[config.mk]
export PLATFORM = sky130hd
export DESIGN_NAME = fetch_redirect_unit
export DESIGN_NICKNAME = d
export VERILOG_FILES = /design/src/rtl/fetch_redirect_unit.sv
export SDC_FILE = /design/constraint.sdc
export NUM_CORES = 1
export LEC_CHECK = 0
export ABC_AREA = 0
export CAP_MARGIN = 25
export CORE_MARGIN = 4
export CORE_UTILIZATION = 46
export DETAILED_ROUTE_END_ITERATION = 10
export GPL_TIMING_DRIVEN = 1
export PLACE_DENSITY = 0.83
export SETUP_SLACK_MARGIN = 0.4
export SYNTH_ARGS = -nofsm -noshare
export SYNTH_HDL_FRONTEND = slang
export SYNTH_SLANG_ARGS = --single-unit
[constraint.sdc]
create_clock -name clk -period 3.5 [get_ports clk]
set_input_delay 0.875 -clock clk [delete_from_list [all_inputs] [get_ports clk]]
set_output_delay 0.875 -clock clk [all_outputs]
set_load 0.01 [all_outputs]
[src/rtl/fetch_redirect_unit.sv]
// PC register, next-PC select, IF/ID register and ID/EX control register, plus saturating stall/bubble/redirect counters.
// Latency: 1 cycle (a redirect appears on imem_addr the cycle after PC_write=1); no backpressure, the hazard unit's enables gate every register.
module fetch_redirect_unit #(
    parameter logic [31:0] RESET_PC = 32'h0000_0000,
    parameter int          CTRL_W   = 16,
    parameter int          CNT_W    = 32
) (
    input  logic              clk,
    input  logic              reset,
    input  logic              PC_write,
    input  logic              IF_write,
    input  logic              bubble,
    input  logic [1:0]        addrSel,
    input  logic [31:0]       jump_target,
    input  logic [31:0]       branch_target,
    input  logic [31:0]       imem_rdata,
    input  logic [CTRL_W-1:0] id_ctrl_in,
    output logic [31:0]       imem_addr,
    output logic [31:0]       pc,
    output logic [31:0]       if_id_instr,
    output logic [31:0]       if_id_pc4,
    output logic              if_id_valid,
    output logic [CTRL_W-1:0] id_ex_ctrl,
    output logic              sel_err,
    output logic [CNT_W-1:0]  stall_cnt,
    output logic [CNT_W-1:0]  bubble_cnt,
    output logic [CNT_W-1:0]  redirect_cnt
);

    localparam logic [CNT_W-1:0] CNT_ONE = {{(CNT_W-1){1'b0}}, 1'b1};
    localparam logic [CNT_W-1:0] CNT_MAX = '1;

    logic [31:0] pc_plus4;
    logic [31:0] next_pc;
    logic        redirect;

    assign imem_addr = pc;
    assign pc_plus4  = pc + 32'd4;
    assign redirect  = PC_write && (addrSel == 2'b01 || addrSel == 2'b10);

    always_comb begin
        next_pc = pc_plus4;
        case (addrSel)
            2'b00:   next_pc = pc_plus4;
            2'b01:   next_pc = {jump_target[31:2], 2'b00};
            2'b10:   next_pc = {branch_target[31:2], 2'b00};
            default: next_pc = pc;  // illegal select holds PC and raises sel_err
        endcase
    end

    always_ff @(posedge clk) begin
        if (reset) begin
            pc           <= RESET_PC;
            if_id_instr  <= 32'h0;
            if_id_pc4    <= 32'h0;
            if_id_valid  <= 1'b0;
            id_ex_ctrl   <= '0;
            sel_err      <= 1'b0;
            stall_cnt    <= '0;
            bubble_cnt   <= '0;
            redirect_cnt <= '0;
        end else begin
            if (PC_write) begin
                pc <= next_pc;
            end
            if (IF_write) begin
                if_id_instr <= imem_rdata;
                if_id_pc4   <= pc_plus4;
                if_id_valid <= 1'b1;
            end
            id_ex_ctrl <= bubble ? '0 : id_ctrl_in;
            sel_err    <= PC_write && (addrSel == 2'b11);
            // Counters stick at all-ones rather than wrapping.
            if (!PC_write && stall_cnt != CNT_MAX) begin
                stall_cnt <= stall_cnt + CNT_ONE;
            end
            if (bubble && bubble_cnt != CNT_MAX) begin
                bubble_cnt <= bubble_cnt + CNT_ONE;
            end
            if (redirect && redirect_cnt != CNT_MAX) begin
                redirect_cnt <= redirect_cnt + CNT_ONE;
            end
        end
    end

endmodule

==> results of run 1 <==
[report_power, final]
group	internal, mW	total [mW]	switching, mW
combinational	0.392	0.730	0.338
clock	1.50	2.46	0.963
sequential	2.42	2.49	0.0718
[layout by cell type (no fill, tap or decap), types with 8 or more instances in the layout]
cell type / n
o21ai_0: 52
nand3_1: 48
or4_1: 19
a22oi_1: 23
a22o_1: 11
nand4_1: 44
nor2_1: 138
mux2i_1: 39
nand2_1: 58
buf_4: 24
and3_1: 9
a2111oi_0: 8
clkdlybuf4s50_1: 348
inv_1: 24
a211oi_1: 36
nor3_1: 13
mux2_2: 10
o31ai_1: 17
a221oi_1: 8
nor4_1: 15
xnor2_1: 42
a31oi_1: 12
or3_1: 40
dfxtp_1: 206
and2_1: 22
clkbuf_16: 23
xor2_1: 18
ha_1: 8
a21oi_1: 73
and4_1: 18
[cell usage after synthesis (all sizes together), types with 3 or more instances]
master and count:
xnor2 42, nand2 58, nand3 48, a22oi 23, nor2b 7, a31oi 12, nor4 16, nand2b 5
a22o 11, ha 8, o31ai 19, nor3 13, xor2 18, buf 55, and4 18, or2 3
a21oi 73, a221oi 8, a211oi 36, nor3b 5, inv 24, mux2i 39, or3 40, a31o 4
nand4 45, dfxtp 206, mux2 10, and3 9, a2111oi 11, a21o 3, clkbuf 55, or4 20
and2 22, a311oi 4, o21ai 52, nor2 138
[state kept, by name, indices dropped and copies added, names as in the netlist]
register,flops
redirect_cnt,32
if_id_pc4,30
if_id_valid,1
if_id_instr,32
imem_addr,30
sel_err,1
bubble_cnt,32
id_ex_ctrl,16
stall_cnt,32
[worst max-delay path, stage by stage]
cell and delay (ns):
clkdlybuf4s50_1 0.48, inv_1 0.05, ha_1 0.37, nand2b_1 0.24
or4_1 0.61, or4_1 0.55, a21oi_1 0.15
[metal layers]
layer	part of all wire	vias to the layer above
li1	-	4929
met1	0.38	4854
met2	0.50	430
met3	0.099	53
met4	0.024	0
met5	0	-
[worst max-delay path by stage]
stage                     from          endpoint  slack, ns
floorplan           addrSel[0]  redirect_cnt[31]       0.60
global placement    addrSel[0]  redirect_cnt[31]       0.13
CTS                 addrSel[0]  redirect_cnt[31]       0.64
detailed placement  addrSel[0]  redirect_cnt[31]       0.13
finish              addrSel[0]  redirect_cnt[31]       0.60
global route        addrSel[0]  redirect_cnt[26]       0.48
[stage by stage]
step | util | hold slack (ns) | instances | instance area (um^2) | worst slack (ns)
floorplan | - | 0.490 | 1192 | 10200 | 0.597
global placement | 0.630 | 0.447 | 1739 | 13700 | 0.133
detailed placement | 0.630 | 0.459 | 1739 | 13700 | 0.131
CTS | 0.666 | 0.478 | 1780 | 14500 | 0.643
global route | 0.667 | 0.504 | 1782 | 14500 | 0.480
finish | 0.667 | 0.473 | 1782 | 14500 | 0.599
[cells by family after synthesis]
family,count (synthesis),synth area share
buf+inv,134,0.0651
compound gates,275,0.182
flops,206,0.406
fa+ha+maj,8,0.00986
xor+xnor,60,0.0518
mux,49,0.0495
simple gates,454,0.236
other cells,1,0.000369
[cell type report]
class / count / area [um^2] / area share
inverters: 24 / 90.1 / 0.00621
multi-input cells: 852 / 5390 / 0.372
flip-flops and latches: 206 / 4120 / 0.284
clock inverters: 7 / 88.8 / 0.00612
well taps: 280 / 350 / 0.0242
repair buffers: 379 / 3770 / 0.260
clock buffers: 34 / 687 / 0.0474
==> impl_metrics.yaml, run 1 <==
routing:
  dr.first_iter.drc_count: 649
  routed_wl_um: 32700
  vias: 10266
  via_per_inst: 5.76
  drt_pass1_iterations: 5
  route.detailed.drc: 0
  ant_nets: 0
  wire_per_inst_um: 18.4
final_layout:
  drive_gt1_frac: 0.0632
  syn2layout_area_growth_pct: 42.9
  antennaDiodeCount: 0
  final_nets: 1613
  fill_cells: 1699
yosys:
  ys.flop_type: "dfxtp_1"
  synth_seq_area_share: 0.406
  synth_area_mm2: 0.0102
  yosys-top-cells-area: "dfxtp_1 41%, nor2_1 5.1%, mux2i_1 3.8%"
  async_reset_ff_frac: 0
  yosys_warnings: 0
  synth-seq-cells: 206
  synth-edff-count: 0
  synth_top_area_frac: 0.406
  synth_cell_types: 64
  avgSynthCellArea_um2: 8.55
  synth_area_leader_cell: "dfxtp_1"
  syn_inst: 1187
die:
  initial_core_util: 0.467
  die_area_mm2: 0.0245
  chipWidth_um: 157
  die_h_um: 157
  ioPinCount: 361
  fp.coreArea_mm2: 0.0218
  rows: 54
critical_path:
  worstReg2RegEnd: "imem_addr[22]"
  r2r_slack_ns: 0.94
  reg2reg_depth: 7
  endpoint_kind: "register"
  arrival_ns: 3.33
  worst-setup-path-type: "in2reg"
  worstPathRequired_ns: 3.93
  worstReg2RegStart: "imem_addr[2]"
  start_kind: "input port"
  critPathMaxFanout: 8
job:
  maxCapViolations: 0
power_and_ir_drop:
  ir_worst_vdd_uv: 349
  p_per_area_mw_per_mm2: 392
  total_power_mw: 5.69
  leakage_nw: 4.88
grt:
  grtUsageMet1: 0.290
  antenna_found_initial: 0
  grt_overflow_total: 0
  met3_usage: 0.0725
  grt_util_met2: 0.447
  grt_usage: 0.250
  grt_pass1_vias: 9936
  grt_pass1_wl_um: 50900
  grt_max_degree: 72
  busiest_layer: "met2"
min_path:
  hp-class: "reg2reg"
  hold_start: "if_id_valid"
  hold_depth: 2
  min_to: "if_id_valid"
timing:
  maxSlewHeadroom: 0.438
  fmax_ghz: 0.345
  rsz0062_at_grt: "false"
  setup_violations: 0
  layout_min_cycle_time_ns: 2.90
  fin_skew_ns: 0.0103
  worstMarginPinSlew_ns: 0.837
  slew_violations: 0
  tns_ns: 0
  period_share: 0.829
  hold_viol_final: 0
place:
  numPortBuffers: 350
  dp_hpwl_um: 23600
  gp_congestion: 0.857
clocking:
  numCtsBuffers: 23
  cts_hold_buf: 0
  h-tree-depth: 1
  ctsResizeCount: 0
  clkSinkCount: 206
  cts_root_buf: "clkbuf_16"
  cts_setup_buffers: 0
  tritoncts: "yes"
  path_clk_slew_ns: 0.06
  clk_latency_ns: 0.50
  clock_path_buffers: 3
status:
  outcome: "complete, no violations"
(Power assumes the default switching activity.)
==> run 2, diff against run 1 <==
- clock period: 3.5 -> 2.71 ns (I/O delays scaled with it)
==> impl_metrics.yaml, run 2 (same netlist as run 1, synthesis figures left out) <==
status:
  outcome: "complete, no violations"
routing:
  routed_wl_um: 33800
  wire_per_inst_um: 18.5
  via_per_inst: 5.75
  drt_pass1_iterations: 5
  dr.first_iter.drc_count: 735
  ant_nets: 0
  route.detailed.drc: 0
  vias: 10506
clocking:
  cts_hold_buf: 0
  tritoncts: "yes"
  h-tree-depth: 1
  clock_path_buffers: 3
  cts_root_buf: "clkbuf_16"
  path_clk_slew_ns: 0.06
  clkSinkCount: 206
  numCtsBuffers: 23
  clk_latency_ns: 0.50
grt:
  grt_pass1_vias: 9836
  grt_usage: 0.257
  grt_pass1_wl_um: 52400
  grt_overflow_total: 0
  antenna_found_initial: 1
  grt_max_degree: 92
critical_path:
  arrival_ns: 2.72
  endpoint_kind: "register"
  start_kind: "input port"
  worst-setup-path-type: "in2reg"
  worstPathRequired_ns: 3.15
  critPathMaxFanout: 4
  r2r_slack_ns: 0.47
power_and_ir_drop:
  ir_worst_vdd_uv: 470
  pwr-share-clk: 0.430
  swShare: 0.241
  leakage_nw: 5.19
  p_per_area_mw_per_mm2: 490
  switching_power_mw: 1.79
  power_frac_seq: 0.435
  combinationalPowerShare: 0.135
  internal-power_mw: 5.61
die:
  ioPinCount: 361
  initial_core_util: 0.467
  die_area_mm2: 0.0245
  fp.coreArea_mm2: 0.0218
  rows: 54
  chipWidth_um: 157
  die_h_um: 157
timing:
  fmax_ghz: 0.439
  maxSlewHeadroom: 0.455
  setup_violations: 0
  layout_min_cycle_time_ns: 2.28
  tns_ns: 0
  period_share: 0.841
  slew_violations: 0
  hold_viol_final: 0
  fin_skew_ns: 0.00644
  worstMarginPinSlew_ns: 0.814
  rsz0062_at_grt: "false"
final_layout:
  final_nets: 1658
  final_cell_mix: "343 x clkdlybuf4s50_1, 180 x dfxtp_1, 138 x nor2_1, 71 x a21oi_1, 63 x buf_4"
  syn2layout_area_growth_pct: 48.7
  drive_gt1_frac: 0.114
  stdcell_count: 1827
  fill_cells: 1666
  final_common_cell: "clkdlybuf4s50_1"
job:
  maxCapViolations: 0
min_path:
  hp-class: "reg2reg"
place:
  dp_hpwl_um: 24000
  placed_cells: 1781
  gp_congestion: 0.878
  numPortBuffers: 350
==> run 2: cell types whose count changed in the layout (fill, tap and decap cells not counted), sizes merged <==
| cell | change |
|---|---|
| clkinv | -3 |
| buf | +44 |
| dlygate4sd2 | +2 |
| o31ai | +1 |
| dlymetal6s2s | +3 |
| clkdlybuf4s50 | -5 |
| diode | +1 |
| clkbuf | +2 |
==> run 2: through the flow <==
step	util	setup slack (ns)	total power [mW]	hold WS (ns)	area, um^2
after floorplan	-	0.143	3.72	0.490	10200
after global placement	0.648	-0.278	4.24	0.446	14100
after detailed placement	0.648	-0.289	4.26	0.478	14100
after CTS	0.688	0.390	7.45	0.486	15000
after global routing	0.694	0.305	7.66	0.502	15100
final	0.694	0.430	7.40	0.482	15100
==> run 2: timing repair <==
action | 4_1_cts | 5_1_grt
setup endpoints to repair | 50 | 60
buffers inserted | 2 | 2
pin swaps | 1 | 4
resized for setup | 19 | 31
cloned | 1 | 0
==> run 2: worst paths after layout <==
path,cells after the start,endpoint,from
setup reg to reg,6,stall_cnt[28],stall_cnt[8]
setup / recovery,6,stall_cnt[28],PC_write
hold / removal,2,if_id_pc4[6],if_id_pc4[6]
hold reg to reg,2,if_id_pc4[6],if_id_pc4[6]
==> run 2: power groups by stage <==
stage	Sequential (mW)	Combinational, mW	Clock (mW)
global placement	3.27	0.965	0
detailed placement	3.28	0.981	0
finish	3.22	0.997	3.18
global route	3.23	1.07	3.35
CTS	3.22	0.998	3.23
floorplan	3.31	0.411	0
==> run 2: routing by layer <==
| layer | global-route usage | up-vias | wire length [um] |
|---|---|---|---|
| li1 | - | 5014 | - |
| met1 | 0.324 | 5023 | 13600 |
| met2 | 0.446 | 405 | 16900 |
| met3 | 0.0492 | 64 | 2310 |
| met4 | 0.0806 | 0 | 1030 |
| met5 | 0 | - | 0 |
==> run 2: worst max-delay path, cell delays in order <==
cell	delay [ns]
clkdlybuf4s50_1	0.40
buf_4	0.17
or4_4	0.49
or4b_1	0.52
or3_4	0.35
a21oi_2	0.11
==> run 2: final cells by class <==
type / count / area (um^2) / area share
repair buffers: 423 / 4180 / 0.277
clock inverters: 4 / 70.1 / 0.00464
clock buffers: 36 / 694 / 0.0460
well taps: 280 / 350 / 0.0232
multi-input cells: 853 / 5540 / 0.367
flip-flops and latches: 206 / 4160 / 0.276
inverters: 24 / 95.1 / 0.00630
diodes: 1 / 2.50 / 0.000166
